$ cat config.mk
export PLATFORM = sky130hd
export DESIGN_NAME = lsu_mem_if
export DESIGN_NICKNAME = d
export VERILOG_FILES = /design/src/rtl/lsu_mem_if.sv
export SDC_FILE = /design/constraint.sdc
export NUM_CORES = 1
export LEC_CHECK = 0
export ABC_AREA = 1
export BUFFER_PORTS_ARGS = -buffer_cell sky130_fd_sc_hd__buf_2
export CAP_MARGIN = 40
export CORE_MARGIN = 8
export CORE_UTILIZATION = 25
export CTS_CLUSTER_DIAMETER = 200
export DETAILED_ROUTE_END_ITERATION = 10
export SLEW_MARGIN = 10
export SYNTH_ARGS = -nofsm -noshare
export SYNTH_HDL_FRONTEND = slang
export SYNTH_SLANG_ARGS = --single-unit
$ cat constraint.sdc
create_clock -name clk -period 1.4 [get_ports clk]
set_clock_uncertainty 0.2 [all_clocks]
set_input_delay 0.28 -clock clk [delete_from_list [all_inputs] [get_ports clk]]
set_output_delay 0.28 -clock clk [all_outputs]
set_load 0.02 [all_outputs]
$ cat src/rtl/lsu_mem_if.sv
// -----------------------------------------------------------------------------
// lsu_mem_if -- load/store memory interface for the MEM stage.
//
// Takes one load or store per request and rejects misaligned halfword/word
// accesses. Aligned requests are registered onto a single-port data SRAM.
// The SRAM has active-low per-byte write enables and store data that is
// replicated across the lanes. The block then waits for mem_ack. Load data is
// returned right-aligned: the addressed byte or halfword sits at bit 0.
//
// Optional feature macro: LSU_TIMEOUT_EN
//   defined   : an access that sees no mem_ack within 16 ACCESS cycles is
//               aborted and completes with bus_err=1 (load rdata cleared).
//   undefined : ACCESS waits indefinitely; bus_err is tied low.
//
// Ports
//   clk, rst_n          clock (rising edge), async active-low reset
//   req_valid/we/...    MEM-stage request (funct3 = RV32I width code)
//   req_ready           block idle, can accept
//   stall               hold the pipeline
//   resp_valid          one-cycle completion pulse
//   rdata               right-aligned load data, held until the next load
//   misalign_err        one-cycle pulse for a rejected misaligned request
//   bus_err             timeout abort flag, valid with resp_valid
//   mem_cs/oe/web/addr/di  SRAM control, registered
//   mem_do, mem_ack     SRAM read data and access-complete strobe
// -----------------------------------------------------------------------------
module lsu_mem_if #(
   parameter int ADDR_W = 14
) (
   input  logic              clk,
   input  logic              rst_n,
   input  logic              req_valid,
   input  logic              req_we,
   input  logic [2:0]        req_funct3,
   input  logic [31:0]       req_addr,
   input  logic [31:0]       req_wdata,
   output logic              req_ready,
   output logic              stall,
   output logic              resp_valid,
   output logic [31:0]       rdata,
   output logic              misalign_err,
   output logic              bus_err,
   output logic              mem_cs,
   output logic              mem_oe,
   output logic [3:0]        mem_web,
   output logic [ADDR_W-1:0] mem_addr,
   output logic [31:0]       mem_di,
   input  logic [31:0]       mem_do,
   input  logic              mem_ack
);

   typedef enum logic {IDLE, ACCESS} state_t;

   state_t              r_state;
   state_t              w_state_next;

   logic                r_resp_valid;
   logic [31:0]         r_rdata;
   logic                r_misalign_err;
   logic                r_mem_cs;
   logic                r_mem_oe;
   logic [3:0]          r_mem_web;
   logic [ADDR_W-1:0]   r_mem_addr;
   logic [31:0]         r_mem_di;
   logic [1:0]          r_off;

   logic                w_is_b;
   logic                w_is_h;
   logic [1:0]          w_off;
   logic                w_misalign;
   logic                w_accept;
   logic                w_ack_done;
   logic                w_tmo_done;
   logic                w_tmo_hit;
   logic [3:0]          w_web;
   logic [31:0]         w_di;
   logic                w_unused;

   // Width decode: funct3[2] only selects sign/zero extension downstream.
   // Every code that is not B/BU or H/HU (including 011/110/111) is a word.
   assign w_is_b     = (req_funct3[1:0] == 2'b00);
   assign w_is_h     = (req_funct3[1:0] == 2'b01);
   assign w_off      = req_addr[1:0];
   assign w_misalign = w_is_h ? req_addr[0] : (!w_is_b && (req_addr[1:0] != 2'b00));
   assign w_accept   = req_valid && (r_state == IDLE) && !w_misalign;

   // Upper address bits and the extension bit of funct3 are not needed here.
   assign w_unused = &{1'b0, req_addr[31:ADDR_W+2], req_funct3[2]};

   // Store lane enables and replicated write data.
   always_comb begin
      w_web = 4'hF;
      w_di  = req_wdata;
      if (req_we) begin
         if (w_is_b) begin
            w_web = ~(4'b0001 << w_off);
            w_di  = {4{req_wdata[7:0]}};
         end else if (w_is_h) begin
            w_web = w_off[1] ? 4'b0011 : 4'b1100;
            w_di  = {2{req_wdata[15:0]}};
         end else begin
            w_web = 4'b0000;
         end
      end
   end

   // FSM state register.
   always_ff @(posedge clk or negedge rst_n) begin
      if (!rst_n) begin
         r_state <= IDLE;
      end else begin
         r_state <= w_state_next;
      end
   end

   // FSM next state. A same-cycle ack takes priority over the timeout.
   always_comb begin
      w_state_next = r_state;
      w_ack_done   = 1'b0;
      w_tmo_done   = 1'b0;
      case (r_state)
         IDLE: begin
            if (w_accept) begin
               w_state_next = ACCESS;
            end
         end
         ACCESS: begin
            if (mem_ack) begin
               w_ack_done   = 1'b1;
               w_state_next = IDLE;
            end else if (w_tmo_hit) begin
               w_tmo_done   = 1'b1;
               w_state_next = IDLE;
            end
         end
         default: w_state_next = IDLE;
      endcase
   end

   // Registered SRAM port, response pulses and load data.
   always_ff @(posedge clk or negedge rst_n) begin
      if (!rst_n) begin
         r_resp_valid   <= 1'b0;
         r_rdata        <= '0;
         r_misalign_err <= 1'b0;
         r_mem_cs       <= 1'b0;
         r_mem_oe       <= 1'b0;
         r_mem_web      <= 4'hF;
         r_mem_addr     <= '0;
         r_mem_di       <= '0;
         r_off          <= 2'b00;
      end else begin
         r_resp_valid   <= w_ack_done | w_tmo_done;
         r_misalign_err <= req_valid && (r_state == IDLE) && w_misalign;
         if (w_accept) begin
            r_mem_cs   <= 1'b1;
            r_mem_oe   <= !req_we;
            r_mem_web  <= w_web;
            r_mem_addr <= req_addr[ADDR_W+1:2];
            r_mem_di   <= w_di;
            r_off      <= w_off;
         end else if (w_ack_done || w_tmo_done) begin
            r_mem_cs  <= 1'b0;
            r_mem_oe  <= 1'b0;
            r_mem_web <= 4'hF;
         end
         // mem_oe doubles as the "this access is a load" flag.
         if (w_ack_done && r_mem_oe) begin
            r_rdata <= mem_do >> {r_off, 3'b000};
         end else if (w_tmo_done && r_mem_oe) begin
            r_rdata <= '0;
         end
      end
   end

`ifdef LSU_TIMEOUT_EN
   logic [3:0] r_tmo_cnt;
   logic       r_bus_err;

   // Counts ACCESS cycles from 0; value 15 marks the 16th ACCESS cycle.
   always_ff @(posedge clk or negedge rst_n) begin
      if (!rst_n) begin
         r_tmo_cnt <= 4'd0;
         r_bus_err <= 1'b0;
      end else begin
         r_bus_err <= w_tmo_done;
         if (w_accept) begin
            r_tmo_cnt <= 4'd0;
         end else if (r_state == ACCESS) begin
            r_tmo_cnt <= r_tmo_cnt + 4'd1;
         end
      end
   end

   assign w_tmo_hit = (r_state == ACCESS) && (r_tmo_cnt == 4'hF);
   assign bus_err   = r_bus_err;
`else
   assign w_tmo_hit = 1'b0;
   assign bus_err   = 1'b0;
`endif

   assign req_ready    = (r_state == IDLE);
   assign stall        = (r_state == ACCESS) || ((r_state == IDLE) && req_valid && !w_misalign);
   assign resp_valid   = r_resp_valid;
   assign rdata        = r_rdata;
   assign misalign_err = r_misalign_err;
   assign mem_cs       = r_mem_cs;
   assign mem_oe       = r_mem_oe;
   assign mem_web      = r_mem_web;
   assign mem_addr     = r_mem_addr;
   assign mem_di       = r_mem_di;

endmodule

==> flow_metrics.env <==
export IMPL_antenna_found_initial=3
export IMPL_routedWlPerCell_um=16.52
export IMPL_first_global_vias=4768
export IMPL_core_area_um2=16640
export IMPL_pre_cts_slack_ns=-0.1500
export IMPL_grt_usage=0.1521
export IMPL_vias_per_cell=4.545
export IMPL_numClockSinks=89
export IMPL_ios=193
export IMPL_nets=929
export IMPL_p_clk_frac=0.205
export IMPL_comb_power_share=0.473
export IMPL_clk_pin_slew_ns=0.07
export IMPL_violations="negative setup slack"
export IMPL_slowest_stage="dfrtp_1"
export IMPL_crit_arrival_ns=1.71
export IMPL_grt_busiest_layer="met2"
export IMPL_totalWireLength_um=17360
export IMPL_fin_crit_sh=1.199
export IMPL_chipWidth_um=146.5
export IMPL_yosysWarnings=0
export IMPL_r2r_start="r_state$_DFF_PN0_"
export IMPL_via_count=4777
export IMPL_synthCells=566
export IMPL_syn_area_um2=4258
export IMPL_layout_setup_ws_ns=-0.2780
export IMPL_firstDrtPassIters=4
export IMPL_peakVddDrop_uv=931.8
export IMPL_dpl_cell_count=970
export IMPL_yosysTopAreaCell="dfrtp_1"
export IMPL_path_delay_family="buffers and inverters"
export IMPL_power_density_nw_per_um2=1646
export IMPL_status="complete, but fails checks"
export IMPL_crit_chain="inv_4 > nand2_4 > inv_4 > nand2_4 > buf_4 > buf_12 > buf_6 > clkbuf_16 > nand2_1 > nand2_1"
export IMPL_die_h_um=146.5
export IMPL_sw_frac_of_total=0.3738
export IMPL_final_cell_mix="249 x nand2_1, 96 x buf_2, 84 x dfrtp_1, 80 x buf_6, 67 x buf_4"
export IMPL_holdWs_ns=0.007604
export IMPL_p_int_w=0.007766
export IMPL_synthTopCellsByArea="dfrtp_1 50%, nand2_1 25%, o21ai_0 6.8%"
export IMPL_gr_usage_met3=0.07138
export IMPL_dpl_cell_area_um2=5670
export IMPL_fin_crit_ns=1.678
export IMPL_final_cells=1051
export IMPL_cp_end_kind="register"
export IMPL_clock_path_buffers=2
export IMPL_initial_core_util=0.2558
export IMPL_critPathRequiredTime_ns=1.43
export IMPL_path_buf_inv=6
export IMPL_path_max_fanout=9
export IMPL_cts_root_buffer="clkbuf_16"
export IMPL_cts_tree="built"
export IMPL_design_area_um2=7533
export IMPL_dp_hpwl_um=11810
export IMPL_synth_top_area_share=0.4996
export IMPL_grt_max_degree=29
export IMPL_final_hold_viol_count=0
export IMPL_holdPathStages=3
export IMPL_yosysSeqAreaShare=0.5242
export IMPL_io_buffer_count=174
export IMPL_ant_nets=0
export IMPL_reg2reg_to="mem_di[10]$_DFFE_PN0P_"
export IMPL_syn_avg_cell_area_um2=7.523
export IMPL_slowest_delay_ns=0.42
export IMPL_drv_cap=0
export IMPL_initialDrtViolationCount=230
export IMPL_drive_above_1_share=0.4422
export IMPL_final_common_cell="nand2_1"
export IMPL_leakage_nw=4.002
export IMPL_fp_dieArea_um2=21460
export IMPL_holdCritStartpoint="mem_ack"
export IMPL_setup_violations=79
export IMPL_synthDistinctLibCells=21
export IMPL_r2r_setup_slack_ns=-0.28
export IMPL_slew_viol_final=0
export IMPL_use_met1=0.1780
export IMPL_r2r_cells=10
export IMPL_gp_routability_congestion=0.8579
export IMPL_drc_errors=0
export IMPL_grt_pass1_wl_um=25880
export IMPL_pwr_share_seq=0.323
export IMPL_syn_nets=670
export IMPL_clk_latency_ns=0.35
export IMPL_timing_fmax_mhz=595.9
export IMPL_p_switching_w=0.004635
export IMPL_grt_util_met2=0.2486
export IMPL_synth_seq_cells=89
export IMPL_fin_tns_setup_ns=-12.11
export IMPL_cts_buffers=9
export IMPL_worstHoldPathType="input port to register"
export IMPL_setup_worst_path_class="register to register"
export IMPL_rsz0062_at_grt="yes"
export IMPL_setup_worst_path_start_class="register"
export IMPL_row_count=47
export IMPL_htreeDepth=3
export IMPL_min_to="resp_valid$_DFF_PN0_"
export IMPL_grt_ovfl_total=0
export IMPL_area_growth_pct=76.93
## timing repair
item,in CTS,in global routing
resized for setup,102,194
pin swaps,38,26
setup endpoints to repair,56,163
setup buffers,10,32
hold endpoints to repair,105,1
hold buffers,16,1
cloned,6,2
## cells by family (layout without fill, tap and decap cells)
| family | Yosys count | in the layout | share of synthesized area |
|---|---|---|---|
| AND/OR/NAND/NOR | 348 | 348 | 0.3285 |
| AO/OA/AOI/OAI | 68 | 68 | 0.07993 |
| flip-flops | 89 | 89 | 0.5242 |
| buffers and inverters | 60 | 324 | 0.06641 |
| other | 1 | 2 | 0.0008807 |
## metal layers
metal / vias to the layer above / routed length, µm
li1: 2303 / -
met1: 2219 / 6916
met2: 222 / 8342
met3: 27 / 1800
met4: 6 / 261
met5: - / 40
## power groups by stage
stage / clock network [W] / registers (W) / logic, W
2_1_floorplan: 0 / 0.00481 / 0.00127
3_3_place_gp: 0 / 0.00387 / 0.00387
3_5_place_dp: 0 / 0.00387 / 0.00392
4_1_cts: 0.00261 / 0.00388 / 0.00461
5_1_grt: 0.00273 / 0.00408 / 0.00628
6_report: 0.00254 / 0.00400 / 0.00586
## final cells by class
type / count / area [µm²]
clock inverters: 5 / 62.56
clock buffers: 11 / 242.7
fillers: 1621 / 9109
repair buffers: 280 / 2512
flip-flops and latches: 89 / 2233
multi-input cells: 417 / 2074
inverters: 28 / 130.1
well taps: 220 / 275.3
diodes: 1 / 2.502
## registers in the layout, indices dropped and copies added (netlist names)
| name | count |
|---|---|
| mem_di | 32 |
| rdata | 32 |
| mem_addr | 14 |
| mem_web | 4 |
| r_off | 2 |
| mem_cs | 1 |
| mem_oe | 1 |
| misalign_err | 1 |
| r_state | 1 |
| resp_valid | 1 |
## Yosys cell counts
cell / instances
a21oi_1: 8
buf_1: 1
buf_2: 19
buf_4: 4
buf_6: 2
clkbuf_1: 4
clkbuf_2: 2
clkinv_2: 1
conb_1: 1
dfrtp_1: 85
dfstp_2: 4
inv_1: 23
inv_2: 4
nand2_1: 279
nand2_2: 4
nand3_1: 48
nor2_1: 8
nor2_2: 1
o21ai_0: 58
o21ai_1: 2
or2_2: 8
## tightest hold or removal path: cells and delay by family
kind                   cells  cell delay, ns
buffers and inverters      2            0.17
AND/OR/NAND/NOR            1            0.06
## how the worst max path moves through the flow
| stage | slack [ns] | start | endpoint | depth (start not counted) |
|---|---|---|---|---|
| 6_report | -0.28 | r_state$_DFF_PN0_ | mem_di[10]$_DFFE_PN0P_ | 10 |
| 3_3_place_gp | -0.15 | r_off[0]$_DFFE_PN0P_ | rdata[2]$_DFFE_PN0P_ | 6 |
| 4_1_cts | -0.30 | r_state$_DFF_PN0_ | stall | 6 |
| 3_5_place_dp | -0.15 | req_funct3[1] | mem_di[14]$_DFFE_PN0P_ | 8 |
| 5_1_grt | -0.36 | r_state$_DFF_PN0_ | mem_addr[12]$_DFFE_PN0P_ | 10 |
| 2_1_floorplan | -0.11 | r_state$_DFF_PN0_ | stall | 7 |
## per-stage QoR
step           power, W  utilization
6_report        0.01240       0.4527
5_1_grt         0.01309       0.4525
2_1_floorplan  0.006077            -
3_3_place_gp   0.007742       0.3407
3_5_place_dp   0.007791       0.3407
4_1_cts         0.01111       0.4000
No activity file was read; power rests on OpenSTA's default activity.
